### src/rtl/stopwatch_pkg.sv
// Shared types for the stopwatch core: FSM state enum, BCD digit type and
// the two-digit BCD increment helper used by both run and adjust paths.
package stopwatch_pkg;

    typedef enum logic [1:0] {
        IDLE   = 2'd0,
        RUN    = 2'd1,
        PAUSE  = 2'd2,
        ADJUST = 2'd3
    } sw_state_t;

    typedef logic [3:0] bcd_t;

    localparam bcd_t SEC_TENS_MAX = 4'd5;
    localparam bcd_t BCD_MAX      = 4'd9;

    typedef struct packed {
        logic wrap;
        bcd_t tens;
        bcd_t ones;
    } bcd_pair_t;

    // Increment a tens/ones pair; at (tens_max, ones_max) it rolls to 00 and flags wrap.
    function automatic bcd_pair_t bcd_pair_inc(input bcd_t tens, input bcd_t ones,
                                               input bcd_t tens_max, input bcd_t ones_max);
        bcd_pair_t r;
        r.wrap = 1'b0;
        r.tens = tens;
        r.ones = ones;
        if ((tens == tens_max) && (ones == ones_max)) begin
            r.wrap = 1'b1;
            r.tens = 4'd0;
            r.ones = 4'd0;
        end else if (ones >= BCD_MAX) begin
            r.tens = tens + 4'd1;
            r.ones = 4'd0;
        end else begin
            r.ones = ones + 4'd1;
        end
        return r;
    endfunction

endpackage

### src/rtl/sync_edge.sv
// Multi-flop synchronizer with a rising-edge pulse output. An input already
// high when reset releases does not produce a pulse until it has been seen low.
module sync_edge #(
    parameter int STAGES = 2
) (
    input  logic clk,
    input  logic rst_n,
    input  logic d,
    output logic level,
    output logic pulse
);

    localparam int CW = $clog2(STAGES + 1);

    logic [STAGES-1:0] sync_q;
    logic [CW-1:0]     fill_q;
    logic              low_seen_q;
    logic              valid;

    // The chain holds reset zeros, not real samples, until it has filled.
    assign valid = (fill_q == '0);
    assign level = sync_q[STAGES-1];
    assign pulse = level & low_seen_q;

    always_ff @(posedge clk or negedge rst_n) begin
        if (!rst_n) begin
            sync_q     <= '0;
            fill_q     <= CW'(STAGES);
            low_seen_q <= 1'b0;
        end else begin
            sync_q <= {sync_q[STAGES-2:0], d};
            if (!valid) begin
                fill_q <= fill_q - CW'(1);
            end else begin
                low_seen_q <= ~level;
            end
        end
    end

endmodule

### src/rtl/stopwatch_counter.sv
// MM:SS stopwatch core: synchronizes sec_clk and buttons, runs the IDLE/RUN/
// PAUSE(/ADJUST) FSM and keeps four BCD digits. ADJUST is built only when
// STOPWATCH_ADJUST_EN is defined.
module stopwatch_counter
    import stopwatch_pkg::*;
#(
    parameter int SYNC_STAGES = 2,
    parameter int MAX_MIN     = 59
) (
    input  logic       clk,
    input  logic       rst,
    input  logic       sec_clk,
    input  logic       adj_clk,
    input  logic       pause_btn,
    input  logic       reset_btn,
    input  logic       adj,
    input  logic       sel,
    output logic [3:0] min_tens,
    output logic [3:0] min_ones,
    output logic [3:0] sec_tens,
    output logic [3:0] sec_ones,
    output logic       running,
    output logic       adjusting
);

    localparam bcd_t MIN_TENS_MAX = bcd_t'(MAX_MIN / 10);
    localparam bcd_t MIN_ONES_MAX = bcd_t'(MAX_MIN % 10);

    logic sec_tick, pause_pe, reset_lvl;
    logic sec_lvl_unused, pause_lvl_unused, reset_pe_unused;
    logic adj_lvl, sel_lvl, adj_tick;

    sync_edge #(.STAGES(SYNC_STAGES)) u_sec (
        .clk(clk), .rst_n(rst), .d(sec_clk), .level(sec_lvl_unused), .pulse(sec_tick)
    );
    sync_edge #(.STAGES(SYNC_STAGES)) u_pause (
        .clk(clk), .rst_n(rst), .d(pause_btn), .level(pause_lvl_unused), .pulse(pause_pe)
    );
    sync_edge #(.STAGES(SYNC_STAGES)) u_reset (
        .clk(clk), .rst_n(rst), .d(reset_btn), .level(reset_lvl), .pulse(reset_pe_unused)
    );

`ifdef STOPWATCH_ADJUST_EN
    logic adj_clk_lvl_unused, adj_pe_unused, sel_pe_unused;

    sync_edge #(.STAGES(SYNC_STAGES)) u_adj_clk (
        .clk(clk), .rst_n(rst), .d(adj_clk), .level(adj_clk_lvl_unused), .pulse(adj_tick)
    );
    sync_edge #(.STAGES(SYNC_STAGES)) u_adj (
        .clk(clk), .rst_n(rst), .d(adj), .level(adj_lvl), .pulse(adj_pe_unused)
    );
    sync_edge #(.STAGES(SYNC_STAGES)) u_sel (
        .clk(clk), .rst_n(rst), .d(sel), .level(sel_lvl), .pulse(sel_pe_unused)
    );
`else
    logic adj_ports_unused;
    assign adj_ports_unused = ^{adj, sel, adj_clk};
    assign adj_lvl  = 1'b0;
    assign sel_lvl  = 1'b0;
    assign adj_tick = 1'b0;
`endif

    sw_state_t state_q, state_d;
    bcd_t      min_tens_q, min_ones_q, sec_tens_q, sec_ones_q;
    bcd_t      min_tens_d, min_ones_d, sec_tens_d, sec_ones_d;
    bcd_pair_t sec_inc, min_inc;
    logic      running_q, adjusting_q;
    logic      min_wrap_unused;

    // Minute rollover needs no action: the helper already returns 00.
    assign min_wrap_unused = min_inc.wrap;

    always_ff @(posedge clk or negedge rst) begin
        if (!rst) begin
            state_q     <= IDLE;
            min_tens_q  <= '0;
            min_ones_q  <= '0;
            sec_tens_q  <= '0;
            sec_ones_q  <= '0;
            running_q   <= 1'b0;
            adjusting_q <= 1'b0;
        end else begin
            state_q     <= state_d;
            min_tens_q  <= min_tens_d;
            min_ones_q  <= min_ones_d;
            sec_tens_q  <= sec_tens_d;
            sec_ones_q  <= sec_ones_d;
            running_q   <= (state_d == RUN);
            adjusting_q <= (state_d == ADJUST);
        end
    end

    always_comb begin
        state_d    = state_q;
        min_tens_d = min_tens_q;
        min_ones_d = min_ones_q;
        sec_tens_d = sec_tens_q;
        sec_ones_d = sec_ones_q;
        sec_inc    = bcd_pair_inc(sec_tens_q, sec_ones_q, SEC_TENS_MAX, BCD_MAX);
        min_inc    = bcd_pair_inc(min_tens_q, min_ones_q, MIN_TENS_MAX, MIN_ONES_MAX);

        if (reset_lvl) begin
            state_d    = IDLE;
            min_tens_d = '0;
            min_ones_d = '0;
            sec_tens_d = '0;
            sec_ones_d = '0;
        end else begin
            case (state_q)
                IDLE: begin
                    if (pause_pe) begin
                        state_d = RUN;
                    end else if (adj_lvl) begin
                        state_d = ADJUST;
                    end
                end
                RUN: begin
                    // A coincident pause still lets this tick land first.
                    if (sec_tick) begin
                        sec_tens_d = sec_inc.tens;
                        sec_ones_d = sec_inc.ones;
                        if (sec_inc.wrap) begin
                            min_tens_d = min_inc.tens;
                            min_ones_d = min_inc.ones;
                        end
                    end
                    if (pause_pe) begin
                        state_d = PAUSE;
                    end
                end
                PAUSE: begin
                    if (pause_pe) begin
                        state_d = RUN;
                    end else if (adj_lvl) begin
                        state_d = ADJUST;
                    end
                end
                ADJUST: begin
                    if (!adj_lvl) begin
                        state_d = PAUSE;
                    end else if (adj_tick) begin
                        if (sel_lvl) begin
                            min_tens_d = min_inc.tens;
                            min_ones_d = min_inc.ones;
                        end else begin
                            sec_tens_d = sec_inc.tens;
                            sec_ones_d = sec_inc.ones;
                        end
                    end
                end
                default: state_d = IDLE;
            endcase
        end
    end

    assign min_tens = min_tens_q;
    assign min_ones = min_ones_q;
    assign sec_tens = sec_tens_q;
    assign sec_ones = sec_ones_q;
    assign running  = running_q;

`ifdef STOPWATCH_ADJUST_EN
    assign adjusting = adjusting_q;
`else
    logic adjusting_q_unused;
    assign adjusting_q_unused = adjusting_q;
    assign adjusting = 1'b0;
`endif

endmodule

### config.mk
export PLATFORM = sky130hd
export DESIGN_NAME = stopwatch_counter
export DESIGN_NICKNAME = d
export VERILOG_FILES = /design/src/rtl/stopwatch_pkg.sv /design/src/rtl/sync_edge.sv /design/src/rtl/stopwatch_counter.sv
export SDC_FILE = /design/constraint.sdc
export NUM_CORES = 1
export LEC_CHECK = 0
export ABC_CLOCK_PERIOD_IN_PS = 1900
export BUFFER_PORTS_ARGS = -buffer_cell sky130_fd_sc_hd__buf_4
export CAP_MARGIN = 20
export CORE_MARGIN = 1.5
export CORE_UTILIZATION = 54
export DETAILED_ROUTE_END_ITERATION = 8
export PLACE_DENSITY_LB_ADDON = 0.05
export SYNTH_ARGS = -nofsm -noshare
export SYNTH_HDL_FRONTEND = slang
export SYNTH_SLANG_ARGS = --single-unit
### constraint.sdc
create_clock -name clk -period 1.9 [get_ports clk]
set_input_delay 0.38 -clock clk [delete_from_list [all_inputs] [get_ports clk]]
set_output_delay 0.38 -clock clk [all_outputs]
set_load 0.01 [all_outputs]
# == Word level (Yosys, flattened, before mapping) ==
# Cells that the tools add are included.
# totals
ff_bits,31
latchBits,0
mem_bits_rw,0
rom_bits,0
memories,0
# classes
addsub,6
mul,0
div_mod_pow,0
n_lt_le_gt_ge,2
eq_ne,8
shift,0
mux,25
bitwise_logic,4
n_reduce_logical,15
# ops
operator,n
$mux 4,18
$add 4x1->4 const B,4
$mux 8,2
$eq 4x3->1 const B,2
$eq 4x4->1 const B,2
$ge 4x4->1 const B,2
$logic_not 2->1,3
$mux 2,3
$pmux 2 s3,1
$reduce_and 3->1,2
$reduce_bool 2->1,3
$reduce_bool 3->1,2
$eq 2x1->1 const B,2
$eq 2x2->1 const B,2
$reduce_and 4->1,1
$sub 2x1->2 const B,2
$and 1x1->1,2
$logic_and 1x1->1,2
$not 1->1,2
$reduce_and 2->1,1
$reduce_or 2->1,1
$mux 1,1

# == Logic depth before layout (Yosys ltp) ==
# Gate-level depths: netlist of run 1.
# logic_depth
ltp_word,7
ltp_mapped,7
mapped_depth_nobuf,6

# == Hierarchy ==
# A second synthesis of run 1 with hierarchy kept.
# unflattened
cells_unflattened,158
hier_area_um2,1655.3
# by_module_without_submodules
module,instances,cells_per_inst,area_each_um2
stopwatch_counter,1,118,1116.1
sync_edge (u_reset ...),2,13,180.2
sync_edge (u_pause),1,14,178.9

# == Worst setup path before layout of run 1 ==
# No wires, ideal clock.
# synth_path
path_kind,reg2reg
startpoint,"reg sec_ones_q[1], in the netlist sec_ones[1]"
endpoint,"reg sec_ones_q[0], in the netlist sec_ones[0]"
setup_ns,0.065
arrival_time_ns,1.625
path_slack_ns,0.209
path_stages_with_launch,7
n_path_buf,0
cell_sequence,dfrtp_1 inv_1 ha_1 or3b_4 a21o_1 or3_1 nand2_1
# synth_between
elab_chain_len,6
word_cells_on_any_way,8
cone_classes,order compare: 1; eq/ne: 1; mux: 5; reduce/logical: 1
# synth_rtl
item,line_no,rtl
start: declaration,stopwatch_counter.sv:64,"bcd_t min_tens_q, min_ones_q, sec_tens_q, sec_ones_q;"
start signal: assignment,stopwatch_counter.sv:87,sec_ones_q <= sec_ones_d;
$ge 4x4->1 / $eq 4x4->1 (equally long branches),"stopwatch_pkg.sv:34, stopwatch_pkg.sv:30",
$mux 4 / $logic_and 1x1->1 (equally long branches),"stopwatch_pkg.sv:34, stopwatch_pkg.sv:30",
$mux 8 *,stopwatch_pkg.sv:30,if ((tens == tens_max) && (ones == ones_max)) begin
$mux 4 *,stopwatch_counter.sv:119,if (sec_tick) begin
$mux 4 *,stopwatch_counter.sv:109,case (state_q)
$mux 4 *,stopwatch_counter.sv:102,if (reset_lvl) begin
# Mark *: on every way between the ends. The rest lies on a longest branch, timed or not. The select of a mux whose other input is x is not followed.
# A chain may end at the register's enable or synchronous reset.

# == Worst setup path in the final report of run 1 ==
# layout_path
startpoint,"reg sec_ones_q[0], in the netlist sec_ones[0]"
endpoint,"reg sec_ones_q[0], in the netlist sec_ones[0]"
# layout_between
elab_chain_len,6
word_cells_on_any_way,9
cone_classes,add/sub: 1; order compare: 1; eq/ne: 1; mux: 5; reduce/logical: 1
# layout_rtl
item,line_no,rtl
"$add 4x1->4, or another cell as far along",stopwatch_pkg.sv:38,r.ones = ones + 4'd1;
$mux 4 / $logic_and 1x1->1 (equally long branches),"stopwatch_pkg.sv:34, stopwatch_pkg.sv:30",
$mux 8 *,stopwatch_pkg.sv:30,
$mux 4 *,stopwatch_counter.sv:119,
$mux 4 *,stopwatch_counter.sv:109,
$mux 4 *,stopwatch_counter.sv:102,
# Marks and branches as above.

==> results of run 1 <==
registers in the layout, indices dropped and copies added, names as in the netlist:
name                cells
u_sec.sync_q            2
u_sec.fill_q            2
state_q                 2
sec_tens                4
u_pause.sync_q          2
min_tens                4
min_ones                4
u_pause.low_seen_q      1
sec_ones                4
u_reset.sync_q          2
running                 1
u_pause.fill_q          2
u_sec.low_seen_q        1
per-stage QoR:
stage / instances / setup slack, ns
after floorplan: 143 / 0.209
after global placement: 193 / 0.155
after detailed placement: 193 / 0.0660
after CTS: 202 / 0.0438
after global routing: 204 / 0.0111
final: 204 / 0.117
Yosys cell counts (all sizes together) (2+ instances only):
| master | count | share of area |
|---|---|---|
| inv | 13 | 0.032 |
| or3 | 2 | 0.0083 |
| o21ai | 13 | 0.043 |
| nor2 | 9 | 0.022 |
| dfrtp | 29 | 0.48 |
| xnor2 | 2 | 0.012 |
| ha | 12 | 0.099 |
| or3b | 2 | 0.013 |
| nand4b | 3 | 0.017 |
| buf | 3 | 0.016 |
| a21oi | 6 | 0.022 |
| dfstp | 2 | 0.035 |
| a21o | 4 | 0.021 |
| a31oi | 2 | 0.018 |
| nand2 | 12 | 0.030 |
| nand3 | 8 | 0.026 |
power breakdown:
group / internal, uW / leakage, uW / switching, uW
combinational: 68.9 / 0.000424 / 77.9
clock: 143 / 0.0000282 / 232
sequential: 686 / 0.000401 / 34.4
total: 897 / 0.000854 / 344
worst max-delay path: cells and delay by family (launching register included):
kind | cells | cell delay (ns)
flops | 1 | 0.47
fa+ha+maj | 1 | 0.25
simple gates | 3 | 0.78
compound gates | 1 | 0.23
kinds of logic (layout without fill, tap and decap cells):
group / Yosys count / count (layout) / share of synthesized area
DFF: 31 / 31 / 0.514
AOI/OAI and AO/OA: 35 / 35 / 0.158
buffers and inverters: 17 / 47 / 0.0504
adders and majority gates: 12 / 12 / 0.0992
and+or+nand+nor: 45 / 45 / 0.164
xor gates and xnor gates: 2 / 2 / 0.0116
other: 1 / 1 / 0.00248
layout make-up:
class,count,area (um2)
Sequential cell,31,778
Fill cell,220,926
Tap cell,31,38.8
Clock buffer,6,41.3
Multi-Input combinational cell,95,667
Timing Repair Buffer,26,198
Clock inverter,2,12.5
Inverter,13,48.8
worst min-delay path by stage:
stage / endpoint / slack [ns] / cells after the start
global route: u_reset.sync_q[0] / 0.13 / 1
floorplan: min_ones[0] / 0.08 / 0
global placement: u_sec.fill_q[0] / 0.33 / 1
detailed placement: u_sec.fill_q[0] / 0.33 / 1
CTS: u_sec.sync_q[0] / 0.13 / 1
finish: u_sec.sync_q[0] / 0.14 / 1
timing repair:
action	CTS	global route
hold buffers	1	0
pin swaps	0	1
endpoints found under the setup margin	1	2
hold endpoints to repair	29	0
setup buffers	0	2
cloned	0	0
gates resized for setup	1	0
routing by layer:
| metal | routed length [um] | up-vias | GRT usage |
|---|---|---|---|
| li1 | - | 561 | - |
| met5 | 0 | - | 0 |
| met1 | 1240 | 554 | 0.234 |
| met3 | 109 | 6 | 0.0674 |
| met4 | 53 | 0 | 0.102 |
| met2 | 1310 | 24 | 0.311 |
==> results.sh, run 1 <==
export IMPL_end_kind="flop"
export IMPL_grt_pass1_wl_um=4630
export IMPL_final_area_um2=1780
export IMPL_route_detailed_drc=0
export IMPL_worstMarginPinSlew_ns=0.549
export IMPL_crit_type="flop to flop"
export IMPL_grt_pass1_vias=1049
export IMPL_syn_avg_cell_area_um2=10.6
export IMPL_grt_usage=0.195
export IMPL_cts_sinks=31
export IMPL_finalMaxSlewViolations=0
export IMPL_synth_edf_count=0
export IMPL_rsz0062_at_grt="no"
export IMPL_drive_gt1_frac=0.231
export IMPL_ys_warn_count=0
export IMPL_antenna_cells=0
export IMPL_final_cell_mix="29 x dfrtp_1, 25 x buf_4, 13 x inv_1, 13 x o21ai_0"
export IMPL_path_cells="ha_1 -> or3b_4 -> a21o_1 -> or3_1 -> nand2_1"
export IMPL_wl_per_cell_um=13.3
export IMPL_startpoint="sec_ones[0]"
export IMPL_syn2layout_area_growth_pct=17.9
export IMPL_async_flop_share=1.00
export IMPL_final_util=0.658
export IMPL_setup_viol=0
export IMPL_cp_arrival_ns=2.07
export IMPL_critPathSlowestCell="dfrtp_1"
export IMPL_p_total_uw=1240
export IMPL_setup_tns_ns=0
export IMPL_die_h_um=56.0
export IMPL_synthCells=143
export IMPL_fin_skew_ns=0.0109
export IMPL_initial_core_util=0.559
export IMPL_reg2reg_from="sec_ones[0]"
export IMPL_rows=19
export IMPL_cts_max_level=2
export IMPL_required_ns=2.18
export IMPL_power_density_nw_per_um2=696
export IMPL_worst_hold_slack_ns=0.143
export IMPL_via_count=1145
export IMPL_ys_ff_latch=31
export IMPL_tritoncts="done"
export IMPL_startpoint_type="flop"
export IMPL_p_leak_uw=0.000854
export IMPL_numCtsBuffers=5
export IMPL_cts_root_buf="clkbuf_4"
export IMPL_run_status="finished, final reports clean"
export IMPL_numPortBuffers=21
export IMPL_grt_overflow=0
export IMPL_drtPass1Iterations=6
export IMPL_vias_per_cell=5.61
export IMPL_placed_area_um2=1700
export IMPL_rr_endpoint="sec_ones[0]"
export IMPL_ant_nets=0
export IMPL_crit_end="sec_ones[0]"
export IMPL_syn_nets=163
export IMPL_wirelength_um=2710
export IMPL_nets=192
export IMPL_ys_flop_type="dfrtp_1"
export IMPL_die_w_um=56.0
export IMPL_rrSetupSlack_ns=0.12
export IMPL_clock_path_buffers=2
export IMPL_antenna_found_initial=0
export IMPL_synth_cell_types=43
export IMPL_max_freq_mhz=561
export IMPL_die_area_um2=3130
export IMPL_place_gp_congestion=0.777
export IMPL_min_path_type="input pin to flop"
export IMPL_hpwl_um=1880
export IMPL_period_share=0.938
export IMPL_period_needed_ns=1.78
export IMPL_grt_max_degree=32
export IMPL_final_common_cell="dfrtp_1"
export IMPL_r2r_cells=5
export IMPL_netlist_area_um2=1510
export IMPL_drtIter0Drc=41
export IMPL_relSlewSlack=0.634
export IMPL_clk_pin_slew_ns=0.10
export IMPL_ir_worst_vdd_uv=617
export IMPL_worstHoldStart="sec_clk"
export IMPL_ys_seq_area_frac=0.514
export IMPL_hold_viol=0
export IMPL_crit_path_max_fanout=7
export IMPL_drv_cap=0
export IMPL_worstSkewPairLatency_ns=0.34
export IMPL_core_area_um2=2710
export IMPL_ios=26
export IMPL_slowest_delay_ns=0.47
No activity file was read; power rests on OpenSTA's default activity.
==> inputs of run 2 (changes only) <==
--- a/config.mk
+++ b/config.mk
@@ -12,6 +12,7 @@
 export CORE_UTILIZATION = 54
 export DETAILED_ROUTE_END_ITERATION = 8
 export PLACE_DENSITY_LB_ADDON = 0.05
+export RECOVER_POWER = 25
 export SYNTH_ARGS = -nofsm -noshare
 export SYNTH_HDL_FRONTEND = slang
 export SYNTH_SLANG_ARGS = --single-unit
==> results.sh, run 2 (same netlist as run 1, synthesis figures left out) <==
export IMPL_hold_viol=0
export IMPL_syn2layout_area_growth_pct=17.7
export IMPL_rsz0062_at_grt="no"
export IMPL_drtPass1Iterations=4
export IMPL_clk_pin_slew_ns=0.10
export IMPL_nets=192
export IMPL_route_detailed_drc=0
export IMPL_antenna_cells=0
export IMPL_crit_family="simple AND/OR/NAND/NOR gates"
export IMPL_antenna_found_initial=0
export IMPL_fin_skew_ns=0.0104
export IMPL_crit_type="flop to flop"
export IMPL_end_kind="flop"
export IMPL_die_h_um=56.0
export IMPL_pre_cts_slack_ns=0.0660
export IMPL_drv_cap=0
export IMPL_placed_area_um2=1700
export IMPL_slowest_delay_ns=0.47
export IMPL_setup_tns_ns=0
export IMPL_cts_sinks=31
export IMPL_cts_max_level=2
export IMPL_vias_per_cell=5.64
export IMPL_grt_pass1_vias=1049
export IMPL_startpoint_type="flop"
export IMPL_p_leak_uw=0.000852
export IMPL_dp_cells=193
export IMPL_critPathSlowestCell="dfrtp_1"
export IMPL_max_freq_mhz=563
export IMPL_place_gp_congestion=0.777
export IMPL_rows=19
export IMPL_drive_gt1_frac=0.231
export IMPL_numPortBuffers=21
export IMPL_nFillCells=221
export IMPL_worstSkewPairLatency_ns=0.34
export IMPL_finalMaxSlewViolations=0
export IMPL_setup_viol=0
export IMPL_fin_cells=204
export IMPL_grt_usage=0.195
export IMPL_wl_per_cell_um=13.4
export IMPL_period_share=0.935
export IMPL_core_area_um2=2710
export IMPL_setup_slack_ns=0.124
export IMPL_cp_arrival_ns=2.06
export IMPL_crit_path_max_fanout=7
export IMPL_crit_buf_inv=0
export IMPL_period_needed_ns=1.78
export IMPL_required_ns=2.18
export IMPL_clock_path_buffers=2
export IMPL_final_common_cell="dfrtp_1"
export IMPL_grt_pass1_wl_um=4630
export IMPL_drtIter0Drc=37
export IMPL_tritoncts="done"
export IMPL_worstMarginPinSlew_ns=0.760
export IMPL_numCtsBuffers=5
export IMPL_path_cells="ha_1 -> or3b_4 -> a21o_1 -> or3_1 -> nand2_1"
export IMPL_grt_overflow=0
export IMPL_grt_max_degree=32
export IMPL_hpwl_um=1880
export IMPL_wirelength_um=2720
export IMPL_die_area_um2=3130
export IMPL_ir_worst_vdd_uv=615
export IMPL_die_w_um=56.0
export IMPL_initial_core_util=0.559
export IMPL_cts_root_buf="clkbuf_4"
export IMPL_ant_nets=0
export IMPL_via_count=1150
export IMPL_relSlewSlack=0.493
export IMPL_run_status="finished, final reports clean"
export IMPL_final_cell_mix="29 x dfrtp_1, 21 x buf_4, 13 x inv_1, 13 x o21ai_0"
export IMPL_power_density_nw_per_um2=695
export IMPL_min_path_type="input pin to flop"
export IMPL_ios=26
export IMPL_final_area_um2=1780
==> run 2: what timing repair did <==
item | CTS | global route
gates resized for setup | 1 | 0
buffers inserted | 0 | 2
endpoints found under the hold margin | 29 | 0
setup endpoints to repair | 1 | 2
hold buffers | 1 | 0
pin swaps | 0 | 1
==> run 2: layout make-up <==
| cell class | instances | area [um2] | area share |
|---|---|---|---|
| inverter | 13 | 48.8 | 0.0274 |
| multi-input combinational | 95 | 667 | 0.374 |
| timing repair buffer | 26 | 195 | 0.110 |
| clock buffer | 6 | 41.3 | 0.0232 |
| clock inverter | 2 | 12.5 | 0.00702 |
| tap | 31 | 38.8 | 0.0218 |
| sequential | 31 | 778 | 0.437 |
==> run 2: path summary, 6_finish.rpt <==
path	startpoint	endpoint	slack (ns)	depth (start not counted)
worst max-delay path	sec_ones[0]	sec_ones[0]	0.12	5
min in group asynchronous	rst	sec_ones[3]	0.64	2
max in group asynchronous	rst	min_tens[3]	0.77	2
worst min register to register	u_pause.sync_q[0]	u_pause.sync_q[1]	0.36	0
worst min-delay path	sec_clk	u_sec.sync_q[0]	0.17	1
worst max register to register	sec_ones[0]	sec_ones[0]	0.12	5
==> run 2: report_power, final <==
group          leakage [uW]  internal [uW]  switching (uW)  total, uW
clock             0.0000282            143             231        373
combinational      0.000423           67.9            78.0        146
sequential         0.000401            686            34.1        720
==> run 2: routing by layer <==
layer,vias to the layer above,GRT usage,part of all wire,wire (um)
li1,559,-,-,-
met1,551,0.234,0.44,1200
met3,7,0.0674,0.052,142
met2,33,0.311,0.49,1340
met5,-,0,0,0
met4,0,0.102,0.017,47
==> run 2: metrics by stage <==
stage	hold slack [ns]	utilization	power, uW
global placement	0.330	0.627	866
global route	0.150	0.657	1290
CTS	0.131	0.653	1250
finish	0.167	0.657	1240
detailed placement	0.334	0.627	873
floorplan	0.0844	-	808
